**config.mk**
```make
export PLATFORM = sky130hd
export DESIGN_NAME = multi_cycle_control_flat
export DESIGN_NICKNAME = d
export VERILOG_FILES = /design/src/rtl/multi_cycle_control_pkg.sv /design/src/rtl/multi_cycle_control_if.sv /design/src/rtl/multi_cycle_control_cond_unit.sv /design/src/rtl/multi_cycle_control.sv /design/src/flat_wrapper.sv
export SDC_FILE = /design/constraint.sdc
export NUM_CORES = 1
export LEC_CHECK = 0
export ABC_AREA = 1
export BUFFER_PORTS_ARGS = -buffer_cell sky130_fd_sc_hd__buf_4
export CAP_MARGIN = 40
export CORE_UTILIZATION = 45
export DETAILED_ROUTE_END_ITERATION = 10
export PLACE_DENSITY_LB_ADDON = 0.3
export SLEW_MARGIN = 30
export SYNTH_ARGS = -nofsm -noshare
export SYNTH_HDL_FRONTEND = slang
export SYNTH_SLANG_ARGS = --single-unit
```
**constraint.sdc**
```tcl
create_clock -name clk -period 3 [get_ports clk]
set_input_delay 0.6 -clock clk [delete_from_list [all_inputs] [get_ports clk]]
set_output_delay 0.6 -clock clk [all_outputs]
set_load 0.05 [all_outputs]
```
**src/rtl/multi_cycle_control_pkg.sv**
```systemverilog
// Shared encodings and decode helpers for the ARM multicycle sequencer.
package arm_mc_pkg;

  typedef enum logic [3:0] {
    S_FETCH  = 4'd0,
    S_DECODE = 4'd1,
    S_MEMADR = 4'd2,
    S_MEMRD  = 4'd3,
    S_MEMWB  = 4'd4,
    S_MEMWR  = 4'd5,
    S_EXECR  = 4'd6,
    S_EXECI  = 4'd7,
    S_ALUWB  = 4'd8,
    S_BRANCH = 4'd9
  } state_t;

  localparam logic [2:0] ALU_ADD = 3'b000, ALU_SUB = 3'b001, ALU_AND = 3'b010, ALU_ORR = 3'b011;

  localparam logic [3:0] CMD_AND = 4'b0000, CMD_SUB = 4'b0010, CMD_ADD = 4'b0100,
                         CMD_CMP = 4'b1010, CMD_ORR = 4'b1100;

  localparam logic [3:0] COND_EQ = 4'h0, COND_NE = 4'h1, COND_CS = 4'h2, COND_CC = 4'h3,
                         COND_MI = 4'h4, COND_PL = 4'h5, COND_VS = 4'h6, COND_VC = 4'h7,
                         COND_HI = 4'h8, COND_LS = 4'h9, COND_GE = 4'ha, COND_LT = 4'hb,
                         COND_GT = 4'hc, COND_LE = 4'hd, COND_AL = 4'he, COND_NV = 4'hf;

  localparam logic [1:0] RES_ALUOUT = 2'd0, RES_DATA = 2'd1, RES_ALU = 2'd2;
  localparam logic [1:0] SRCB_REG = 2'd0, SRCB_IMM = 2'd1, SRCB_FOUR = 2'd2;
  localparam logic       SRCA_REG = 1'b0, SRCA_PC = 1'b1;
  localparam logic       ADR_PC = 1'b0, ADR_ALUOUT = 1'b1;

  typedef struct packed {
    logic [2:0] alu_control;
    logic       valid;
    logic       is_cmp;
    logic       sets_cv;
  } cmd_info_t;

  // Per-state control vector; the *wb/memwr/branch bits mark where cond_ex gates a strobe.
  typedef struct packed {
    logic       adr_src;
    logic       ir_write;
    logic       pc_fetch;
    logic       alu_src_a;
    logic [1:0] alu_src_b;
    logic [1:0] result_src;
    logic       exec;
    logic       memwb;
    logic       memwr;
    logic       aluwb;
    logic       branch;
  } ctrl_t;

  function automatic cmd_info_t decode_cmd(input logic [3:0] cmd);
    cmd_info_t i;
    i = '{alu_control: ALU_ADD, valid: 1'b1, is_cmp: 1'b0, sets_cv: 1'b0};
    case (cmd)
      CMD_ADD: i.sets_cv = 1'b1;
      CMD_SUB: begin i.alu_control = ALU_SUB; i.sets_cv = 1'b1; end
      CMD_CMP: begin i.alu_control = ALU_SUB; i.sets_cv = 1'b1; i.is_cmp = 1'b1; end
      CMD_AND: i.alu_control = ALU_AND;
      CMD_ORR: i.alu_control = ALU_ORR;
      default: i.valid = 1'b0;
    endcase
    return i;
  endfunction

  function automatic ctrl_t state_ctrl(input state_t s);
    ctrl_t c;
    c = '0;
    case (s)
      S_FETCH: begin
        c.adr_src = ADR_PC; c.ir_write = 1'b1; c.pc_fetch = 1'b1;
        c.alu_src_a = SRCA_PC; c.alu_src_b = SRCB_FOUR; c.result_src = RES_ALU;
      end
      S_DECODE: begin c.alu_src_a = SRCA_PC; c.alu_src_b = SRCB_FOUR; c.result_src = RES_ALU; end
      S_MEMADR: c.alu_src_b = SRCB_IMM;
      S_MEMRD:  c.adr_src = ADR_ALUOUT;
      S_MEMWB:  begin c.result_src = RES_DATA; c.memwb = 1'b1; end
      S_MEMWR:  begin c.adr_src = ADR_ALUOUT; c.memwr = 1'b1; end
      S_EXECR:  c.exec = 1'b1;
      S_EXECI:  begin c.exec = 1'b1; c.alu_src_b = SRCB_IMM; end
      S_ALUWB:  begin c.result_src = RES_ALUOUT; c.aluwb = 1'b1; end
      S_BRANCH: begin c.alu_src_b = SRCB_IMM; c.result_src = RES_ALU; c.branch = 1'b1; end
      default:  c = '0;
    endcase
    return c;
  endfunction

  function automatic state_t next_state(input state_t s, input logic [1:0] op, input logic [5:0] funct);
    state_t n;
    case (s)
      S_FETCH:  n = S_DECODE;
      S_DECODE: case (op)
                  2'b01:   n = S_MEMADR;
                  2'b00:   n = funct[5] ? S_EXECI : S_EXECR;
                  2'b10:   n = S_BRANCH;
                  default: n = S_FETCH;
                endcase
      S_MEMADR: n = funct[0] ? S_MEMRD : S_MEMWR;
      S_MEMRD:  n = S_MEMWB;
      S_EXECR, S_EXECI: n = S_ALUWB;
      default:  n = S_FETCH;
    endcase
    return n;
  endfunction

  function automatic logic cond_eval(input logic [3:0] cond, input logic [3:0] nzcv);
    logic n, z, c, v, r;
    {n, z, c, v} = nzcv;
    case (cond)
      COND_EQ: r = z;
      COND_NE: r = ~z;
      COND_CS: r = c;
      COND_CC: r = ~c;
      COND_MI: r = n;
      COND_PL: r = ~n;
      COND_VS: r = v;
      COND_VC: r = ~v;
      COND_HI: r = c & ~z;
      COND_LS: r = ~c | z;
      COND_GE: r = (n == v);
      COND_LT: r = (n != v);
      COND_GT: r = ~z & (n == v);
      COND_LE: r = z | (n != v);
      COND_AL: r = 1'b1;
      default: r = 1'b0;
    endcase
    return r;
  endfunction

endpackage

```
**src/rtl/multi_cycle_control_if.sv**
```systemverilog
// Instruction fields in, datapath controls out, between datapath (master) and sequencer (slave).
interface multi_cycle_control_if;
  logic [3:0] cond;
  logic [1:0] op;
  logic [5:0] funct;
  logic [3:0] rd;
  logic [3:0] alu_flags;
  logic       pc_write;
  logic       adr_src;
  logic       mem_write;
  logic       ir_write;
  logic       reg_write;
  logic [1:0] result_src;
  logic       alu_src_a;
  logic [1:0] alu_src_b;
  logic [2:0] alu_control;
  logic [1:0] imm_src;
  logic [1:0] reg_src;
  logic [3:0] state;

  modport master (
    output cond, op, funct, rd, alu_flags,
    input  pc_write, adr_src, mem_write, ir_write, reg_write, result_src,
           alu_src_a, alu_src_b, alu_control, imm_src, reg_src, state
  );

  modport slave (
    input  cond, op, funct, rd, alu_flags,
    output pc_write, adr_src, mem_write, ir_write, reg_write, result_src,
           alu_src_a, alu_src_b, alu_control, imm_src, reg_src, state
  );
endinterface

```
**src/rtl/multi_cycle_control_cond_unit.sv**
```systemverilog
// NZCV register and condition evaluator; cond_ex reflects the flags as currently held.
module cond_unit
  import arm_mc_pkg::*;
#(
  parameter logic [3:0] RESET_FLAGS = 4'b0000
) (
  input  logic       clk,
  input  logic       rst_n,
  input  logic [3:0] cond,
  input  logic [3:0] alu_flags,
  input  logic       exec,
  input  logic       s_bit,
  input  logic       is_cmp,
  input  logic       sets_cv,
  output logic       cond_ex
);

  logic [3:0] flags_q;
  logic       flag_we;

  assign cond_ex = cond_eval(cond, flags_q);
  assign flag_we = exec & cond_ex & (s_bit | is_cmp);

  // Logical ops leave C and V untouched, matching ARM's barrel-shifter-less subset.
  always_ff @(posedge clk or negedge rst_n) begin
    if (!rst_n) begin
      flags_q <= RESET_FLAGS;
    end else if (flag_we) begin
      flags_q[3:2] <= alu_flags[3:2];
      if (sets_cv) flags_q[1:0] <= alu_flags[1:0];
    end
  end

endmodule

```
**src/rtl/multi_cycle_control.sv**
```systemverilog
// Multicycle ARM sequencer: Moore FSM with registered per-state controls, strobes gated by cond_ex.
//   state  | meaning
//   FETCH  | IR <- mem[PC], PC <- PC+4        DECODE | read regs, PC+8 on result bus
//   MEMADR | ALUOut <- base + imm             MEMRD  | read mem[ALUOut]
//   MEMWB  | Rd <- Data                       MEMWR  | mem[ALUOut] <- Rd
//   EXECR  | ALU on reg B, flags may update   EXECI  | ALU on ExtImm, flags may update
//   ALUWB  | Rd <- ALUOut (not CMP)           BRANCH | PC <- PC+8 + imm
module multi_cycle_control
  import arm_mc_pkg::*;
#(
  parameter int         STATE_W     = 4,
  parameter logic [3:0] RESET_FLAGS = 4'b0000
) (
  input  logic                   clk,
  input  logic                   reset,
  multi_cycle_control_if.slave   bus
);

  state_t    state_q;
  ctrl_t     ctrl_q;
  cmd_info_t cmd_info;
  logic      cond_ex;
  logic      rd_is_pc;

  assign cmd_info = decode_cmd(bus.funct[4:1]);
  assign rd_is_pc = (bus.rd == 4'd15);

  always_ff @(posedge clk or negedge reset) begin
    if (!reset) begin
      state_q <= S_FETCH;
      ctrl_q  <= state_ctrl(S_FETCH);
    end else begin
      state_q <= next_state(state_q, bus.op, bus.funct);
      ctrl_q  <= state_ctrl(next_state(state_q, bus.op, bus.funct));
    end
  end

  cond_unit #(.RESET_FLAGS(RESET_FLAGS)) u_cond (
    .clk       (clk),
    .rst_n     (reset),
    .cond      (bus.cond),
    .alu_flags (bus.alu_flags),
    .exec      (ctrl_q.exec),
    .s_bit     (bus.funct[0]),
    .is_cmp    (cmd_info.is_cmp),
    .sets_cv   (cmd_info.sets_cv),
    .cond_ex   (cond_ex)
  );

  // Holding reset low kills every write strobe even though the controls sit at FETCH.
  assign bus.pc_write  = reset & (ctrl_q.pc_fetch |
                         (cond_ex & (ctrl_q.branch |
                          (rd_is_pc & (ctrl_q.memwb | (ctrl_q.aluwb & ~cmd_info.is_cmp))))));
  assign bus.reg_write = reset & cond_ex &
                         (ctrl_q.memwb | (ctrl_q.aluwb & ~cmd_info.is_cmp & cmd_info.valid));
  assign bus.mem_write = reset & cond_ex & ctrl_q.memwr;
  assign bus.ir_write  = reset & ctrl_q.ir_write;

  assign bus.adr_src     = ctrl_q.adr_src;
  assign bus.result_src  = ctrl_q.result_src;
  assign bus.alu_src_a   = ctrl_q.alu_src_a;
  assign bus.alu_src_b   = ctrl_q.alu_src_b;
  assign bus.alu_control = ctrl_q.exec ? cmd_info.alu_control : ALU_ADD;
  assign bus.imm_src     = bus.op;
  assign bus.reg_src     = {bus.op == 2'b01, bus.op == 2'b10};
  assign bus.state       = STATE_W'(state_q);

endmodule
```
**src/flat_wrapper.sv**
```systemverilog
// flat-port wrapper written by rule: the top's interface ports become plain ports
module multi_cycle_control_flat import arm_mc_pkg::*;
#(
  parameter int         STATE_W     = 4,
  parameter logic [3:0] RESET_FLAGS = 4'b0000
)
  (clk, reset, bus_cond, bus_op, bus_funct, bus_rd, bus_alu_flags, bus_pc_write, bus_adr_src, bus_mem_write, bus_ir_write, bus_reg_write, bus_result_src, bus_alu_src_a, bus_alu_src_b, bus_alu_control, bus_imm_src, bus_reg_src, bus_state);
  multi_cycle_control_if bus_i ();
  input  logic clk;
  input  logic reset;
  input wire logic [$bits(bus_i.cond)-1:0] bus_cond;
  input wire logic [$bits(bus_i.op)-1:0] bus_op;
  input wire logic [$bits(bus_i.funct)-1:0] bus_funct;
  input wire logic [$bits(bus_i.rd)-1:0] bus_rd;
  input wire logic [$bits(bus_i.alu_flags)-1:0] bus_alu_flags;
  output wire logic [$bits(bus_i.pc_write)-1:0] bus_pc_write;
  output wire logic [$bits(bus_i.adr_src)-1:0] bus_adr_src;
  output wire logic [$bits(bus_i.mem_write)-1:0] bus_mem_write;
  output wire logic [$bits(bus_i.ir_write)-1:0] bus_ir_write;
  output wire logic [$bits(bus_i.reg_write)-1:0] bus_reg_write;
  output wire logic [$bits(bus_i.result_src)-1:0] bus_result_src;
  output wire logic [$bits(bus_i.alu_src_a)-1:0] bus_alu_src_a;
  output wire logic [$bits(bus_i.alu_src_b)-1:0] bus_alu_src_b;
  output wire logic [$bits(bus_i.alu_control)-1:0] bus_alu_control;
  output wire logic [$bits(bus_i.imm_src)-1:0] bus_imm_src;
  output wire logic [$bits(bus_i.reg_src)-1:0] bus_reg_src;
  output wire logic [$bits(bus_i.state)-1:0] bus_state;
  assign bus_i.cond = bus_cond;
  assign bus_i.op = bus_op;
  assign bus_i.funct = bus_funct;
  assign bus_i.rd = bus_rd;
  assign bus_i.alu_flags = bus_alu_flags;
  assign bus_pc_write = bus_i.pc_write;
  assign bus_adr_src = bus_i.adr_src;
  assign bus_mem_write = bus_i.mem_write;
  assign bus_ir_write = bus_i.ir_write;
  assign bus_reg_write = bus_i.reg_write;
  assign bus_result_src = bus_i.result_src;
  assign bus_alu_src_a = bus_i.alu_src_a;
  assign bus_alu_src_b = bus_i.alu_src_b;
  assign bus_alu_control = bus_i.alu_control;
  assign bus_imm_src = bus_i.imm_src;
  assign bus_reg_src = bus_i.reg_src;
  assign bus_state = bus_i.state;
  multi_cycle_control #(.STATE_W(STATE_W), .RESET_FLAGS(RESET_FLAGS)) u_core (.clk(clk), .reset(reset), .bus(bus_i));
endmodule
```
# Yosys cells after proc, flatten, opt, wreduce, memory -nomap -nowiden
# Index checks and enable logic that the tools add are counted.
[word_totals]
regBits = 21
latch_bits = 0
ram_bits = 0
romBits = 0
in_bits = 22
output_inout_bits = 21
elab_cells = 111
memories = 0
[classes]
addsub = 0
mul = 0
div = 0
order_cmp = 0
eq_ne = 37
n_shift = 0
muxes = 20
bitwise = 25
reduce_logical = 15
[op_table]
columns = ["cell", "count"]
rows = [
  ["4-bit == test, second input constant", 12],
  ["4-bit by 3-bit == test with 1-bit output, second input constant", 11],
  ["4-bit by 2-bit == test with 1-bit output, second input constant", 7],
  ["4-bit case mux with 5 select lines", 1],
  ["4-bit zero test", 4],
  ["1-bit case mux with 15 select lines", 1],
  ["1-bit AND", 13],
  ["4-bit by 1-bit == test with 1-bit output, second input constant", 3],
  ["4-bit case mux with 3 select lines", 1],
  ["1-bit 2-to-1 mux", 11],
  ["2-bit OR reduction", 5],
  ["3-bit OR reduction", 3],
  ["2-bit case mux with 2 select lines", 2],
  ["1-bit bitwise OR", 7],
  ["2-bit case mux with 3 select lines", 1],
  ["1-bit NOT", 5],
  ["5-bit OR reduction", 1],
  ["2-bit 2-to-1 mux", 2],
  ["3-bit 2-to-1 mux", 1],
  ["2-bit by 1-bit == test with 1-bit output, second input constant", 1],
  ["2-bit == test, second input constant", 1],
  ["2-bit zero test", 1],
  ["2-bit AND reduction", 1],
  ["1-bit == test", 1],
  ["1-bit inequality test", 1],
]

# Longest topological paths before layout
[logic_depth]
depth_word = 10
depth_mapped = 11
depth_no_buf = 11

# Cells and area by module
# A second synthesis with hierarchy kept.
[unflattened]
hier_cells = 189
area_unflattened_um2 = 1322.5
[by_module_without_submodules]
columns = ["module", "instances", "cells_each", "area_per_inst_um2", "seq_area_each_um2"]
rows = [
  ["multi_cycle_control", 1, 117, 878.3, 405.4],
  ["cond_unit", 1, 72, 444.2, 100.1],
]

# Worst setup path after synthesis
# OpenSTA, ideal clock, no wires.
[synth_path]
kind = "input -> output"
start = "in bus_cond[0]"
end = "out bus_mem_write"
t_arrival_ps = 1946
t_required_ps = 2400
setup_slack_ps = 454
path_stages = 10
path_buffers = 1
cell_sequence = "buf_4 -> nor2_1 -> nand3_1 -> nand2_1 -> inv_1 -> nand2_1 -> nor2_1 -> nand3_2 -> nand2_1 -> nor2_1"
[synth_between]
elab_chain_cells = 4
word_cells_on_any_way = 18
classes_between = "14 x eq/ne; 1 x mux; 2 x bitwise; 1 x reduce/logical"
[synth_lines]
columns = ["item", "line", "source"]
rows = [
  ["start, declared", "flat_wrapper.sv:11", "input wire logic [$bits(bus_i.cond)-1:0] bus_cond;"],
  ["4-bit == test (tied with other cells)", "multi_cycle_control_pkg.sv:111", "case (cond)"],
  ["1-bit case mux with 15 select lines (*)", "multi_cycle_control_pkg.sv:111", ""],
  ["1-bit AND (*) (2 in a row)", "multi_cycle_control.sv:56", "assign bus.mem_write = reset & cond_ex & ctrl_q.memwr;"],
  ["end, declared", "flat_wrapper.sv:18", "output wire logic [$bits(bus_i.mem_write)-1:0] bus_mem_write;"],
]
# Mark *: on every way between the ends. The rest lies on a longest branch, timed or not.

# Worst setup path after layout
[layout_path]
start = "in bus_cond[3]"
end = "out bus_pc_write"
[layout_between]
elab_chain_cells = 5
word_cells_on_any_way = 19
classes_between = "14 x eq/ne; 1 x mux; 3 x bitwise; 1 x reduce/logical"
[layout_lines]
columns = ["item", "line", "source"]
rows = [
  ["4-bit == test (tied with other cells)", "multi_cycle_control_pkg.sv:111", ""],
  ["1-bit case mux with 15 select lines (*)", "multi_cycle_control_pkg.sv:111", ""],
  ["1-bit AND (*)", "multi_cycle_control.sv:52", "(cond_ex & (ctrl_q.branch |"],
  ["1-bit bitwise OR (*)", "multi_cycle_control.sv:51", "assign bus.pc_write = reset & (ctrl_q.pc_fetch |"],
  ["1-bit AND (*)", "multi_cycle_control.sv:51", ""],
  ["end, declared", "flat_wrapper.sv:16", "output wire logic [$bits(bus_i.pc_write)-1:0] bus_pc_write;"],
]
# Marked as above.

==> impl_metrics.toml <==
[run_status]
status = "complete, no violations"

[sta]
setup_viol = 0
skew_ns = 0.00475
slew_violations = 0
finalSetupTns_ns = 0
finalHoldViolations = 0
finalCriticalPeriod_ns = 2.41
finalCritPeriodShare_pct = 80.2
finalWorstSetupSlack_ns = 0.593
max_freq_ghz = 0.416
rsz0062_at_grt = "false"

[global_route]
grtUsageTotal_pct = 20.6
grt_pass1_vias = 1040
antenna_found_initial = 0
grtUsageMet1_pct = 22.5
grt_pass1_wl_um = 4110
grt_max_degree = 21
met3_usage_pct = 2.34
grt.busiest_layer = "met2"
overflow = 0
grt_util_met2_pct = 38.7

[die]
row_count = 17
initial_core_util_pct = 48.9
die-area_um2 = 2650
die_y_um = 51.5
core_um2 = 2250
io_pins = 43
dieWidth_um = 51.5

[clock_network]
root_buffer = "clkbuf_4"
cts.path.max_buffers = 2
cts_tree = "yes"
path_clk_slew_ns = 0.09
clkLatencyLatePin_ns = 0.29
cts_sinks = 18
cts_hold_buf = 0
cts_buffers = 3
htreeDepth = 1
cts_resized = 0
postCtsSetupBuffers = 0

[route]
vias_per_cell = 4.87
drt.antenna.violating_nets = 0
wl_um = 2410
via_count = 1119
wire_per_inst_um = 10.5
dr.pass1.iters = 4
drt_iter0_markers = 18
drc_errors = 0

[cells_and_area]
nets = 225
diodes = 0
drive_above_1_share_pct = 24.8
final_cell_area_um2 = 1410
area_growth_pct = 28.0

[synthesis]
synth.top_cell.area_share_pct = 34.1
yosys_warnings = 0
synth.most_common_cell = "nand2_1"
synthArstFlopShare_pct = 100
synth.avg_cell_area_um2 = 6.68
synth_edf_count = 0
syn_inst = 165
synth.top_cells.by_count = "nand2_1 (49), inv_1 (32), nor2_1 (22), nand3_1 (16), dfrtp_1 (15)"
synth_cell_types = 20
syn_nets = 187
ys_ff_latch = 18
ys_seq_area_share_pct = 41.2
ys_top_cells_by_area = "dfrtp_1 (34%), nand2_1 (17%), inv_1 (11%), nor2_1 (7.5%), nand3_1 (7.3%)"
synth_ff_type = "dfrtp_1"
syn_area_um2 = 1100
yosysTopAreaCell = "dfrtp_1"

[job]
drv_cap = 0

[setup_path]
crit_buf_inv = 3
worstPathMaxFanout = 7
crit_slowest_cell = "buf_4"
crit_path_max_incr_delay_ns = 0.21
cp.arrival_ns = 1.81
crit_top_cell = "nand2_1"
worstPathCellList = "buf_4 > nor2_1 > nand2_1 > nand2_1 > nand2_1 > nand2_1 > inv_1 > nand3_2 > nand2_1 > o21ai_2 > buf_4"
critPathTopFamily = "simple AND/OR/NAND/NOR gates"
required_ns = 2.40
crit_type = "in -> out"
endpoint_kind = "output port"
startpoint_type = "primary input"

[hold_path]
holdCritPathClass = "in -> async"

[placed_design]
dp_hpwl_um = 1910
placed_area_um2 = 1390
place_ws_ns = 0.626
gp_congestion = 0.810
port_buffers = 41

[power_and_ir_drop]
powerDensity_nw_per_um2 = 839
ir_drop_v = 0.000527
finalPower_uw = 1180
power_leakage_uw = 0.000851
worst paths after layout:
| path | from | end | slack [ns] | cells past startpoint |
|---|---|---|---|---|
| worst max-delay path | bus_cond[3] | bus_pc_write | 0.59 | 11 |
| worst min-delay path | reset | u_core.bus.state[0] | 0.16 | 1 |
| worst max register to register | u_core.bus.state[2] | u_core.ctrl_q[11] | 1.54 | 10 |
| worst min register to register | u_core.u_cond.flags_q[1] | u_core.u_cond.flags_q[1] | 0.52 | 2 |
| max in group asynchronous | reset | u_core.bus.alu_src_a | 2.57 | 1 |
| min in group clk | bus_funct[0] | u_core.ctrl_q[2] | 0.46 | 2 |
cell families after synthesis:
| logic type | synth area share, % |
|---|---|
| and+or+nand+nor | 34.7 |
| buffers and inverters | 16.7 |
| AOI/OAI and AO/OA | 7.04 |
| DFF | 41.2 |
| other | 0.340 |
area by class of cell:
| cell class | instances | area [um2] |
|---|---|---|
| multi-input cells | 106 | 464 |
| clock buffers | 4 | 26.3 |
| inverters | 33 | 124 |
| repair buffers | 41 | 308 |
| well taps | 28 | 35.0 |
| flip-flops and latches | 18 | 454 |
| fillers | 186 | 843 |
routing by layer:
layer,vias to the layer above,part of all wire (%)
li1,573,-
met1,508,41
met2,34,52
met3,4,5.1
met4,0,1.0
met5,-,0
where the power goes:
group / total (uW) / switching (uW) / internal (uW)
Clock: 118 / 66.4 / 51.7
Combinational: 664 / 469 / 196
Sequential: 401 / 60.8 / 340
metrics by stage:
| stage | hold WS, ns | util (%) | cells |
|---|---|---|---|
| 3_3_place_gp | 0.478 | 61.4 | 226 |
| 3_5_place_dp | 0.482 | 61.4 | 226 |
| 5_1_grt | 0.164 | 62.6 | 230 |
| 4_1_cts | 0.161 | 62.6 | 230 |
| 6_report | 0.162 | 62.6 | 230 |
| 2_1_floorplan | 0.304 | - | 165 |
layout by cell type (no fill, tap or decap), drive strengths merged, types with 2 or more instances in the layout:
cell type / instances
nand2: 49
dfrtp: 15
buf: 41
clkbuf: 4
dfstp: 3
nand3: 17
inv: 33
o21ai: 5
a21oi: 3
nor2: 22
o22ai: 2
nand4: 2
registers in the layout (all words and copies together) (netlist names):
signal / cells
u_core.ctrl_q: 6
u_core.bus.result_src: 1
u_core.bus.alu_src_b: 1
u_core.u_cond.flags_q: 4
u_core.bus.state: 4
u_core.bus.adr_src: 1
u_core.bus.alu_src_a: 1
No activity file was read; power rests on OpenSTA's default activity.
